### src/rtl/uart_rx_fifo_if.sv
// Receive-side bundle between the UART receiver/FIFO and its consumer.
// master drives the serial line and pops; slave is the receiver itself.
interface uart_rx_fifo_if #(parameter int FIFO_AW = 3);
  logic               rx_in;
  logic               rd_en;
  logic [7:0]         dout;
  logic               empty;
  logic               full;
  logic [FIFO_AW:0]   count;
  logic               frame_err;
  logic               overrun;
  logic               parity_err;

  modport master (
    output rx_in, rd_en,
    input  dout, empty, full, count, frame_err, overrun, parity_err
  );

  modport slave (
    input  rx_in, rd_en,
    output dout, empty, full, count, frame_err, overrun, parity_err
  );
endinterface

### src/rtl/uart_rx_fifo.sv
// 8-bit UART receiver (mid-bit sampling) feeding a first-word-fall-through FIFO.
// Define UART_RX_PARITY_EN for an 11-bit frame with even parity and parity_err reporting.
//
// state  | meaning
// IDLE   | line idle, waiting for rxs to fall
// START  | half bit wait, confirm start bit still low
// DATA   | sample 8 data bits LSB first
// PARITY | sample even-parity bit (UART_RX_PARITY_EN only)
// STOP   | sample stop bit, push or report
// BREAK  | stop bit was low, wait for line to return high
module uart_rx_fifo #(
  parameter int CLKS_PER_BIT = 868,
  parameter int FIFO_AW      = 3
) (
  input  logic           clk,
  input  logic           rstn,
  uart_rx_fifo_if.slave  bus
);

  localparam int DEPTH = 1 << FIFO_AW;
  localparam int TW    = $clog2(CLKS_PER_BIT);

  localparam logic [TW-1:0] T_FULL = TW'(CLKS_PER_BIT - 1);
  localparam logic [TW-1:0] T_HALF = TW'(CLKS_PER_BIT / 2);

  localparam logic [2:0] IDLE   = 3'd0;
  localparam logic [2:0] START  = 3'd1;
  localparam logic [2:0] DATA   = 3'd2;
`ifdef UART_RX_PARITY_EN
  localparam logic [2:0] PARITY = 3'd3;
`endif
  localparam logic [2:0] STOP   = 3'd4;
  localparam logic [2:0] BREAK  = 3'd5;

  logic          rx_s1, rxs;
  logic [2:0]    state;
  logic [TW-1:0] timer;
  logic [2:0]    bit_cnt;
  logic [7:0]    shreg;
  logic          par_bad;

  logic          tick;
  logic          stop_sample;
  logic          push_req;
  logic          fe_req;
  logic          pe_req;

  always_ff @(posedge clk) begin
    if (!rstn) begin
      rx_s1 <= 1'b1;
      rxs   <= 1'b1;
    end else begin
      rx_s1 <= bus.rx_in;
      rxs   <= rx_s1;
    end
  end

  assign tick        = (timer == '0);
  assign stop_sample = (state == STOP) && tick;
  assign push_req    = stop_sample && rxs && !par_bad;
  assign fe_req      = stop_sample && !rxs;
  assign pe_req      = stop_sample && rxs && par_bad;

  always_ff @(posedge clk) begin
    if (!rstn) begin
      state   <= IDLE;
      timer   <= '0;
      bit_cnt <= '0;
      shreg   <= '0;
      par_bad <= 1'b0;
    end else begin
      case (state)
        IDLE: begin
          bit_cnt <= '0;
          par_bad <= 1'b0;
          if (!rxs) begin
            state <= START;
            timer <= T_HALF;
          end
        end
        START: begin
          if (tick) begin
            if (rxs) begin
              state <= IDLE;
            end else begin
              state <= DATA;
              timer <= T_FULL;
            end
          end else begin
            timer <= timer - 1'b1;
          end
        end
        DATA: begin
          if (tick) begin
            shreg   <= {rxs, shreg[7:1]};
            bit_cnt <= bit_cnt + 1'b1;
            timer   <= T_FULL;
            if (bit_cnt == 3'd7) begin
`ifdef UART_RX_PARITY_EN
              state <= PARITY;
`else
              state <= STOP;
`endif
            end
          end else begin
            timer <= timer - 1'b1;
          end
        end
`ifdef UART_RX_PARITY_EN
        PARITY: begin
          if (tick) begin
            par_bad <= ^{shreg, rxs};
            state   <= STOP;
            timer   <= T_FULL;
          end else begin
            timer <= timer - 1'b1;
          end
        end
`endif
        // Leave mid stop bit so the next start edge is never missed.
        STOP: begin
          if (tick) begin
            state <= rxs ? IDLE : BREAK;
          end else begin
            timer <= timer - 1'b1;
          end
        end
        BREAK: begin
          if (rxs) state <= IDLE;
        end
        default: state <= IDLE;
      endcase
    end
  end

  logic [7:0]         mem [DEPTH];
  logic [FIFO_AW-1:0] wptr, rptr, rptr_nxt;
  logic [FIFO_AW:0]   cnt, cnt_nxt;
  logic               is_full, do_pop, do_push;
  logic [7:0]         head_nxt;

  assign is_full = (cnt == (FIFO_AW+1)'(DEPTH));
  assign do_pop  = bus.rd_en && (cnt != '0);
  assign do_push = push_req && (!is_full || do_pop);

  // The slot being written this cycle becomes head only when the FIFO drains to it.
  always_comb begin
    rptr_nxt = do_pop ? rptr + 1'b1 : rptr;
    cnt_nxt  = cnt + {{FIFO_AW{1'b0}}, do_push} - {{FIFO_AW{1'b0}}, do_pop};
    head_nxt = (do_push && (rptr_nxt == wptr)) ? shreg : mem[rptr_nxt];
    if (cnt_nxt == '0) head_nxt = 8'h00;
  end

  always_ff @(posedge clk) begin
    if (do_push) mem[wptr] <= shreg;
  end

  always_ff @(posedge clk) begin
    if (!rstn) begin
      wptr           <= '0;
      rptr           <= '0;
      cnt            <= '0;
      bus.dout       <= 8'h00;
      bus.frame_err  <= 1'b0;
      bus.overrun    <= 1'b0;
      bus.parity_err <= 1'b0;
    end else begin
      if (do_push) wptr <= wptr + 1'b1;
      rptr           <= rptr_nxt;
      cnt            <= cnt_nxt;
      bus.dout       <= head_nxt;
      bus.frame_err  <= fe_req;
      bus.overrun    <= push_req && is_full && !do_pop;
`ifdef UART_RX_PARITY_EN
      bus.parity_err <= pe_req;
`else
      bus.parity_err <= 1'b0;
`endif
    end
  end

  assign bus.count = cnt;
  assign bus.empty = (cnt == '0);
  assign bus.full  = is_full;

`ifndef UART_RX_PARITY_EN
  logic unused_pe;
  assign unused_pe = pe_req;
`endif

endmodule

### src/flat_wrapper.sv
// flat-port wrapper written by rule: the top's interface ports become plain ports
module uart_rx_fifo_flat 
#(
  parameter int CLKS_PER_BIT = 868,
  parameter int FIFO_AW      = 3
)
  (clk, rstn, bus_rx_in, bus_rd_en, bus_dout, bus_empty, bus_full, bus_count, bus_frame_err, bus_overrun, bus_parity_err);
  uart_rx_fifo_if #(.FIFO_AW(FIFO_AW)) bus_i ();
  input  logic clk;
  input  logic rstn;
  input wire logic [$bits(bus_i.rx_in)-1:0] bus_rx_in;
  input wire logic [$bits(bus_i.rd_en)-1:0] bus_rd_en;
  output wire logic [$bits(bus_i.dout)-1:0] bus_dout;
  output wire logic [$bits(bus_i.empty)-1:0] bus_empty;
  output wire logic [$bits(bus_i.full)-1:0] bus_full;
  output wire logic [$bits(bus_i.count)-1:0] bus_count;
  output wire logic [$bits(bus_i.frame_err)-1:0] bus_frame_err;
  output wire logic [$bits(bus_i.overrun)-1:0] bus_overrun;
  output wire logic [$bits(bus_i.parity_err)-1:0] bus_parity_err;
  assign bus_i.rx_in = bus_rx_in;
  assign bus_i.rd_en = bus_rd_en;
  assign bus_dout = bus_i.dout;
  assign bus_empty = bus_i.empty;
  assign bus_full = bus_i.full;
  assign bus_count = bus_i.count;
  assign bus_frame_err = bus_i.frame_err;
  assign bus_overrun = bus_i.overrun;
  assign bus_parity_err = bus_i.parity_err;
  uart_rx_fifo #(.CLKS_PER_BIT(CLKS_PER_BIT), .FIFO_AW(FIFO_AW)) u_core (.clk(clk), .rstn(rstn), .bus(bus_i));
endmodule
### config.mk
export PLATFORM = sky130hd
export DESIGN_NAME = uart_rx_fifo_flat
export DESIGN_NICKNAME = d
export VERILOG_FILES = /design/src/rtl/uart_rx_fifo_if.sv /design/src/rtl/uart_rx_fifo.sv /design/src/flat_wrapper.sv
export SDC_FILE = /design/constraint.sdc
export NUM_CORES = 1
export LEC_CHECK = 0
export ABC_CLOCK_PERIOD_IN_PS = 3100
export BUFFER_PORTS_ARGS = -buffer_cell sky130_fd_sc_hd__buf_4
export CORE_ASPECT_RATIO = 2
export CORE_MARGIN = 1
export CORE_UTILIZATION = 40
export CTS_BUF_LIST = sky130_fd_sc_hd__clkbuf_4 sky130_fd_sc_hd__clkbuf_8
export DETAILED_ROUTE_END_ITERATION = 12
export GPL_TIMING_DRIVEN = 0
export PLACE_DENSITY = 0.54
export RECOVER_POWER = 100
export SLEW_MARGIN = 15
export SYNTH_ARGS = -nofsm -noshare
export SYNTH_HDL_FRONTEND = slang
export SYNTH_SLANG_ARGS = --single-unit
### constraint.sdc
create_clock -name clk -period 3.1 [get_ports clk]
set_input_delay 0.155 -clock clk [delete_from_list [all_inputs] [get_ports clk]]
set_output_delay 0.155 -clock clk [all_outputs]
set_load 0.02 [all_outputs]
==> results of run 1 <==
registers in the layout, summed over array words and instances, names as in the netlist, 3 cells and up:
name              flops
u_core.mem           64
u_core.timer         10
u_core.bus.dout       8
u_core.shreg          8
u_core.bus.count      4
u_core.bit_cnt        3
u_core.rptr           3
u_core.state          3
u_core.wptr           3
power by group through the flow:
stage,Clock (uW),Sequential [uW],Combinational (uW)
final,837,1710,1960
after global routing,903,1730,2110
after CTS,847,1720,1990
after detailed placement,0,1740,1750
after global placement,0,1740,1740
after floorplan,0,1820,1160
path summary, 6_finish.rpt:
| check | start | end | slack (ns) |
|---|---|---|---|
| hold / removal | rstn | u_core.bus.count[1]$_SDFF_PN0_ | 0.07 |
| setup / recovery | u_core.bus.count[3]$_SDFF_PN0_ | u_core.bus.dout[1]$_SDFF_PP0_ | 0.13 |
| setup reg to reg | u_core.bus.count[3]$_SDFF_PN0_ | u_core.bus.dout[1]$_SDFF_PP0_ | 0.13 |
| hold reg to reg | u_core.bit_cnt[1]$_SDFFE_PN0P_ | u_core.bit_cnt[1]$_SDFFE_PN0P_ | 0.48 |
placed cells by master, fill, tap and decap left out, drive strengths merged, types with 5 or more instances in the layout:
cell    count
buf        26
nand2b      6
nor3        8
xor2        6
ha         12
o21ai      18
nand2      43
dfxtp      46
nor3b       7
nor4        5
xnor2       6
a21oi      21
inv        14
mux2i       8
clkinv      5
mux4       32
clkbuf     41
o211a       8
and2        7
nand3      22
nor2       19
edfxtp     64
critical path: cells and delay by family, from the launching register on:
kind / cells / cell delay (ns)
AOI/OAI and AO/OA: 3 / 0.94
DFF: 1 / 0.36
muxes: 2 / 0.57
adders and majority gates: 1 / 0.15
and+or+nand+nor: 1 / 0.15
buffers and inverters: 3 / 0.64
logic make-up after synthesis:
group,Yosys count
simple gates,130
flops,110
compound gates,67
mux,40
buf+inv,40
fa+ha+maj,13
xor+xnor,13
other cells,1
layer usage:
metal	up-vias	global-route usage [%]	wire length [um]	share of wire, %
li1	1644	-	-	-
met1	1755	18.52	4400	33
met2	64	41.02	7797	59
met3	34	2.299	258	2.0
met4	0	12.62	683	5.2
met5	-	0	0	0
layout make-up:
cell class | count | area, sq um | area share [%]
Clock buffer | 9 | 123.9 | 2.072
Buffer | 25 | 125.1 | 2.093
Sequential cell | 110 | 2845 | 47.59
Clock inverter | 7 | 58.81 | 0.9837
Timing Repair Buffer | 35 | 207.7 | 3.474
Multi-Input combinational cell | 264 | 2369 | 39.62
Tap cell | 152 | 190.2 | 3.181
Inverter | 14 | 58.81 | 0.9837
timing repair:
action,4_1_cts,5_1_grt
setup buffers,8,2
gates resized for setup,16,6
setup endpoints to repair,8,8
pin swaps,4,6
endpoints found under the hold margin,1,0
hold buffers,2,0
stage by stage:
| step | hold WS, ns | util (%) | TNS (ns) |
|---|---|---|---|
| after detailed placement | 0.3466 | 44.11 | -2.814 |
| after floorplan | 0.2280 | - | 0 |
| after CTS | 0.04929 | 46.53 | 0 |
| final | 0.06737 | 46.28 | 0 |
| after global routing | 0.06174 | 46.28 | 0 |
| after global placement | 0.3467 | 43.64 | -21.25 |
==> reports/results.ini, run 1 <==
[worst_setup_path]
cp.required_ns = 3.34
path_max_fanout = 10
critPathLaunchType = flip-flop
r2r_cells = 10
critPathSlowestCell = o211ai_1
cp_slowest_stage_delay_ns = 0.70
endpoint_kind = flip-flop
worstSetupPathType = flip-flop to flip-flop
path_cells = inv_2, ha_4, nor3b_4, clkbuf_1, o211ai_1, clkbuf_2, mux4_2, mux2i_1, o211a_1, o21ai_1
worstPathArrival_ns = 3.21

[clock_tree]
cts-buffers-inserted = 9
insertion_delay_ns = 0.38
tritoncts = built
clockRootBuffer = clkbuf_8
cts_htree_levels = 3
clockBufferDepth = 2
path_clk_slew_ns = 0.11
clock_sinks = 110

[drt]
via_per_inst = 5.677
antenna_left = 0
finalWirelength_mm = 13.14
post-route-drc-count = 0
firstDrtPassIters = 4
wl_per_cell_um = 21.33
drt-initial-drc-count = 177
vias = 3497

[floorplanning]
start_util_pct = 40.95
ios = 21
fp.dieW_um = 83.32
dieArea_sq_mm = 0.01372
rows = 59
coreArea_sq_mm = 0.01292
die_h_um = 164.6

[yosys]
synth_xor_area_share_pct = 2.412
yosys_most_used_dff = edfxtp_1
synthArstFlopShare_pct = 0
syn_nets = 431
synth_most_common_cell = edfxtp_1
syn-instance-count = 414
yosys.area.top_type = edfxtp_1
synth_compound_area_share_pct = 8.728
yosys.area_share.simple_pct = 13.34
synth_top_area_share_pct = 36.33
synth_commonest_cells = 64 x edfxtp_1, 46 x dfxtp_1, 43 x nand2_1
ys_ff_latch = 110
yosys_warnings = 0
syn_area_sq_mm = 0.005290
synth.area.mux_share_pct = 15.14
avgSynthCellArea_sq_um = 12.78
ys_top_cells_by_area = edfxtp_1 36%, dfxtp_1 17%, mux4_2 14%
synth_fa_ha_area_share_pct = 3.217
synth-edff-count = 64
yosysSeqAreaShare_pct = 53.74
synth_top_family_by_area = multiplexers
synth_cell_types = 58

[min_path]
min_path_type = primary input to flip-flop
whs_path_depth = 2

[sta]
min_period_ns = 2.968
relSlewSlack_pct = 43.96
finClkSkew_ns = 0.01823
grt_setup_unrepaired = no
worst_slew_pin_slew_ns = 0.8369
setup_viol = 0
fmax_mhz = 336.9
min_period_over_period_pct = 95.74
hold_viol = 0
fin_ws_ns = 0.1321
slew_viol_final = 0

[run]
drv_cap = 0

[status]
outcome = completed

[power_and_ir_drop]
switchingPower_uw = 1686
p_sw_share_pct = 37.38
pwr-share-comb_pct = 43.4
power.total_uw = 4509
seq_power_share_pct = 38.0
p_int_uw = 2823
p_leak_uw = 0.002047
cellPowerDensity_mw_per_mm2 = 754.2
pwr-share-clk_pct = 18.6
vdd_ir_drop_max_v = 0.0004107

[placed_design]
dpl_worst_slack_ns = -0.4525
io_buffers = 19
hpwl_mm = 9.772
placedCellCount = 589
placed_area_sq_mm = 0.005698
globalplace.congestion = 0.8273

[cells_and_area]
fin_cells = 616
n_antenna_cell = 0
drive_above_1_share_pct = 23.28
finish.instance_area_sq_mm = 0.005978
final_nets = 476
synthToLayoutAreaGrowth_pct = 13.01
fill_cells = 1185

[grt]
grt_overflow = 0
grt_usage_pct = 20.19
first_global_vias = 3712
grt_pass1_wl_mm = 20.13
antenna_found_initial = 0
grt_start_max_net_pins = 20

(Power assumes the default switching activity.)
==> run 2: changes to the inputs <==
Settings changed: MAX_ROUTING_LAYER set to met4.
==> reports/results.ini, run 2 (synthesis gave the netlist of run 1 again) <==
[cells_and_area]
reg_top3 = u_core.mem x64, u_core.timer x10
n_antenna_cell = 0
finish.instance_area_sq_mm = 0.005962
layout_common_cells = 64 x edfxtp_1, 44 x dfxtp_1, 43 x nand2_1
multi_input_area_sq_mm = 0.002359
final_nets = 476
final_common_cell = edfxtp_1
regArea_sq_mm = 0.002845
top_register = u_core.mem
synthToLayoutAreaGrowth_pct = 12.70
fin_util_pct = 46.15
fill_cells = 1185
largest_reg_flops = 64
drive_above_1_share_pct = 23.06

[drt]
drt-initial-drc-count = 197
via_per_inst = 5.680
firstDrtPassIters = 4
post-route-drc-count = 0
vias = 3499
wl_per_cell_um = 21.43
finalWirelength_mm = 13.20
antenna_left = 0

[placed_design]
io_buffers = 19
globalplace.congestion = 0.8398
dpl_worst_slack_ns = -0.4525
placed_area_sq_mm = 0.005698
hpwl_mm = 9.772

[worst_setup_path]
worstPathArrival_ns = 3.28
critPathSlowestCell = fa_1
critPathLaunchType = flip-flop
worstSetupPathType = flip-flop to flip-flop
path_cells = inv_2, ha_4, nor3b_4, or2b_4, buf_12, inv_4, ha_4, inv_2, ha_2, fa_1, and2_4, nor3_4, o21ai_4, o41ai_4, buf_4, o21ai_0
cp_slowest_stage_delay_ns = 0.43
path_max_fanout = 8
cp.required_ns = 3.39
cpLargestDelayFamily = adder cells
endpoint_kind = flip-flop
cp.buffers_inverters = 5

[clock_tree]
clock_sinks = 110
clockRootBuffer = clkbuf_8
cts_htree_levels = 3
insertion_delay_ns = 0.39
clockBufferDepth = 2
cts-buffers-inserted = 9
tritoncts = built
path_clk_slew_ns = 0.12

[power_and_ir_drop]
vdd_ir_drop_max_v = 0.0004107
power.total_uw = 4493
p_leak_uw = 0.002042
cellPowerDensity_mw_per_mm2 = 753.7

[sta]
fin_ws_ns = 0.1128
setup_viol = 0
fin_setup_tns_ns = 0
relSlewSlack_pct = 44.82
slew_viol_final = 0
hold_viol = 0
worst_slew_pin_slew_ns = 0.8241
min_period_over_period_pct = 96.36
min_period_ns = 2.987
fmax_mhz = 334.8
finClkSkew_ns = 0.01758

[floorplanning]
fp.dieW_um = 83.32
coreArea_sq_mm = 0.01292
ios = 21
dieArea_sq_mm = 0.01372
start_util_pct = 40.95
die_h_um = 164.6
rows = 59

[grt]
antenna_found_initial = 0
grt_start_max_net_pins = 20
grt_overflow = 0
grt_usage_pct = 20.80
grt_pass1_wl_mm = 20.15
first_global_vias = 3713

[status]
outcome = completed

[min_path]
min_path_type = primary input to flip-flop

[run]
drv_cap = 0

run 2: cell types whose count changed in the layout (fill, tap and decap cells not counted):
cell,previous run,this run
buf_4,16,14
buf_2,8,9
clkbuf_1,27,28
ha_2,0,1
ha_4,3,2
run 2: layout make-up:
type / instances / share of cell area, %
clock buffers: 9 / 2.078
well taps: 152 / 3.190
flip-flops and latches: 110 / 47.72
plain buffers: 25 / 2.099
multi-input cells: 264 / 39.56
inverters: 14 / 0.9864
repair buffers: 35 / 3.379
clock inverters: 7 / 0.9864
run 2: timing repair:
action / 4_1_cts / 5_1_grt
setup buffers: 8 / 2
resized for setup: 16 / 5
endpoints found under the hold margin: 1 / 0
pin swaps: 4 / 6
hold buffers: 2 / 0
setup endpoints to repair: 8 / 8
run 2: per-layer routing:
metal	global-route usage, %	vias to the layer above	wire length [um]
met2	41.02	64	7843
met3	2.299	37	237
met1	18.45	1753	4416
met4	12.85	0	702
met5	-	-	0
li1	-	1645	-
run 2: through the flow:
step	std cells	hold slack (ns)
6_report	616	0.06430
5_1_grt	616	0.06356
4_1_cts	615	0.04929
3_5_place_dp	589	0.3466
3_3_place_gp	585	0.3467
2_1_floorplan	414	0.2280
run 2: final timing paths:
path | startpoint | endpoint | slack (ns) | cells past startpoint
setup / recovery | u_core.bus.count[3]$_SDFF_PN0_ | u_core.bus.dout[5]$_SDFF_PP0_ | 0.11 | 16
hold / removal | rstn | u_core.bus.count[1]$_SDFF_PN0_ | 0.06 | 2
setup reg to reg | u_core.bus.count[3]$_SDFF_PN0_ | u_core.bus.dout[5]$_SDFF_PP0_ | 0.11 | 16
hold reg to reg | u_core.bit_cnt[1]$_SDFFE_PN0P_ | u_core.bit_cnt[1]$_SDFFE_PN0P_ | 0.48 | 2
run 2: report_power, final:
| part | internal, uW | total, uW | switching (uW) |
|---|---|---|---|
| combinational | 873 | 1940 | 1070 |
| sequential | 1630 | 1710 | 80.5 |
| clock | 304 | 835 | 531 |
==> run 3: changes to the inputs <==
Settings changed: CELL_PAD_IN_SITES_DETAIL_PLACEMENT set to 0, CELL_PAD_IN_SITES_GLOBAL_PLACEMENT set to 1, PLACE_DENSITY 0.54 to 0.63.
==> reports/results.ini, run 3 (synthesis gave the netlist of run 1 again) <==
[status]
outcome = completed

[power_and_ir_drop]
pwr-share-comb_pct = 43.4
p_sw_share_pct = 36.09
p_leak_uw = 0.002075
cellPowerDensity_mw_per_mm2 = 740.6
seq_power_share_pct = 38.7
power.total_uw = 4429
vdd_ir_drop_max_v = 0.0004268
p_int_uw = 2830
pwr-share-clk_pct = 17.9
switchingPower_uw = 1598

[clock_tree]
path_clk_slew_ns = 0.10
tritoncts = built
clockBufferDepth = 2
clock_sinks = 110
cts-buffers-inserted = 9
clockRootBuffer = clkbuf_8
insertion_delay_ns = 0.37
cts_htree_levels = 3

[worst_setup_path]
r2r_cells = 13
cpLargestDelayFamily = simple AND/OR/NAND/NOR gates
cp.buffers_inverters = 3
cp.required_ns = 3.32
path_max_fanout = 8
cp_slowest_stage_delay_ns = 0.43
worstPathArrival_ns = 3.19
crit_cells = 13
worstSetupPathType = flip-flop to flip-flop
critPathLaunchType = flip-flop
critPathSlowestCell = fa_2
endpoint_kind = flip-flop
path_cells = nor4_4, and3_1, buf_2, nand4_4, inv_4, ha_2, fa_2, and2_4, nor3_4, o21ai_4, buf_12, nand3_1, o21ai_1

[cells_and_area]
n_antenna_cell = 0
reg_top3 = u_core.mem x64, u_core.timer x10
fill_cells = 1183
final_common_cell = edfxtp_1
drive_above_1_share_pct = 22.51
top_register = u_core.mem
final_nets = 474
regArea_sq_mm = 0.002845
largest_reg_flops = 64
synthToLayoutAreaGrowth_pct = 13.03
layout_common_cells = 64 x edfxtp_1, 44 x dfxtp_1, 43 x nand2_1
multi_input_area_sq_mm = 0.002371

[grt]
grt_start_max_net_pins = 18
grt_usage_pct = 20.06
grt_overflow = 0
grt_pass1_wl_mm = 19.75
first_global_vias = 3644
antenna_found_initial = 0

[placed_design]
hpwl_mm = 9.514
io_buffers = 19
globalplace.congestion = 0.8222
dpl_worst_slack_ns = -0.4962

[sta]
fmax_mhz = 337.3
setup_viol = 0
slew_viol_final = 0
fin_ws_ns = 0.1356
relSlewSlack_pct = 43.29
min_period_ns = 2.964
worst_slew_pin_slew_ns = 0.8475
hold_viol = 0
min_period_over_period_pct = 95.63
fin_setup_tns_ns = 0
finClkSkew_ns = 0.01164

[floorplanning]
dieArea_sq_mm = 0.01372
coreArea_sq_mm = 0.01292
rows = 59
die_h_um = 164.6
fp.dieW_um = 83.32
ios = 21
start_util_pct = 40.95

[run]
drv_cap = 0

[drt]
firstDrtPassIters = 4
post-route-drc-count = 0
via_per_inst = 5.669
antenna_left = 0
wl_per_cell_um = 20.77
finalWirelength_mm = 12.76
vias = 3481
drt-initial-drc-count = 199

[min_path]
min_path_type = primary input to flip-flop
whs_path_depth = 2

[run 3: area by class of cell]
type | count | area share [%]
Tap cell | 152 | 3.181
Inverter | 14 | 0.9207
Sequential cell | 110 | 47.58
Clock inverter | 6 | 0.6068
Buffer | 26 | 2.134
Clock buffer | 10 | 2.302
Multi-Input combinational cell | 264 | 39.65
Timing Repair Buffer | 32 | 3.620
[run 3: through the flow]
stage	cell area (sq um)	cells	hold WS, ns	util (%)
floorplan	5305	414	0.2280	-
global route	5979	614	0.05561	46.29
CTS	5964	609	0.06023	46.17
global placement	5638	585	0.3436	43.64
finish	5979	614	0.08006	46.29
detailed placement	5705	589	0.3432	44.16
[run 3: per-layer routing]
metal  up-vias  part of all wire, %  routed length (um)  global-route usage, %
met5         -                    0                   0                      -
met3        16                  2.2                 282                  2.449
met1      1777                   34                4381                  18.85
met4         0                  1.7                 217                  6.505
met2        48                   62                7874                  41.02
li1       1640                    -                   -                      -
[run 3: final timing paths]
| path | start | end | slack, ns |
|---|---|---|---|
| setup / recovery | u_core.timer[6]$_SDFFE_PN0P_ | u_core.bus.dout[6]$_SDFF_PP0_ | 0.14 |
| hold / removal | rstn | u_core.bus.count[1]$_SDFF_PN0_ | 0.08 |
| setup reg to reg | u_core.timer[6]$_SDFFE_PN0P_ | u_core.bus.dout[6]$_SDFF_PP0_ | 0.14 |
| hold reg to reg | u_core.rx_s1$_SDFF_PN1_ | u_core.rxs$_SDFF_PN1_ | 0.43 |
[run 3: repair_timing]
item / in CTS / in global routing
gates resized for setup: 18 / 5
hold endpoints to repair: 1 / 0
setup buffers: 2 / 5
setup endpoints to repair: 8 / 8
hold buffers: 2 / 0
pin swaps: 4 / 3
[run 3: power groups by stage]
stage | Clock, uW | Sequential (uW) | Combinational (uW)
3_5_place_dp | 0 | 1750 | 1740
6_report | 791 | 1720 | 1920
4_1_cts | 822 | 1720 | 1930
3_3_place_gp | 0 | 1740 | 1740
2_1_floorplan | 0 | 1820 | 1160
5_1_grt | 869 | 1730 | 2080
[run 3: worst reg2reg max path: cells and delay by family (launching register included)]
kind | cells | cell delay [ns]
AND/OR/NAND/NOR | 6 | 1.10
adder cells (fa/ha/maj) | 2 | 0.63
buffers and inverters | 3 | 0.51
flip-flops | 1 | 0.39
AO/OA/AOI/OAI | 2 | 0.19
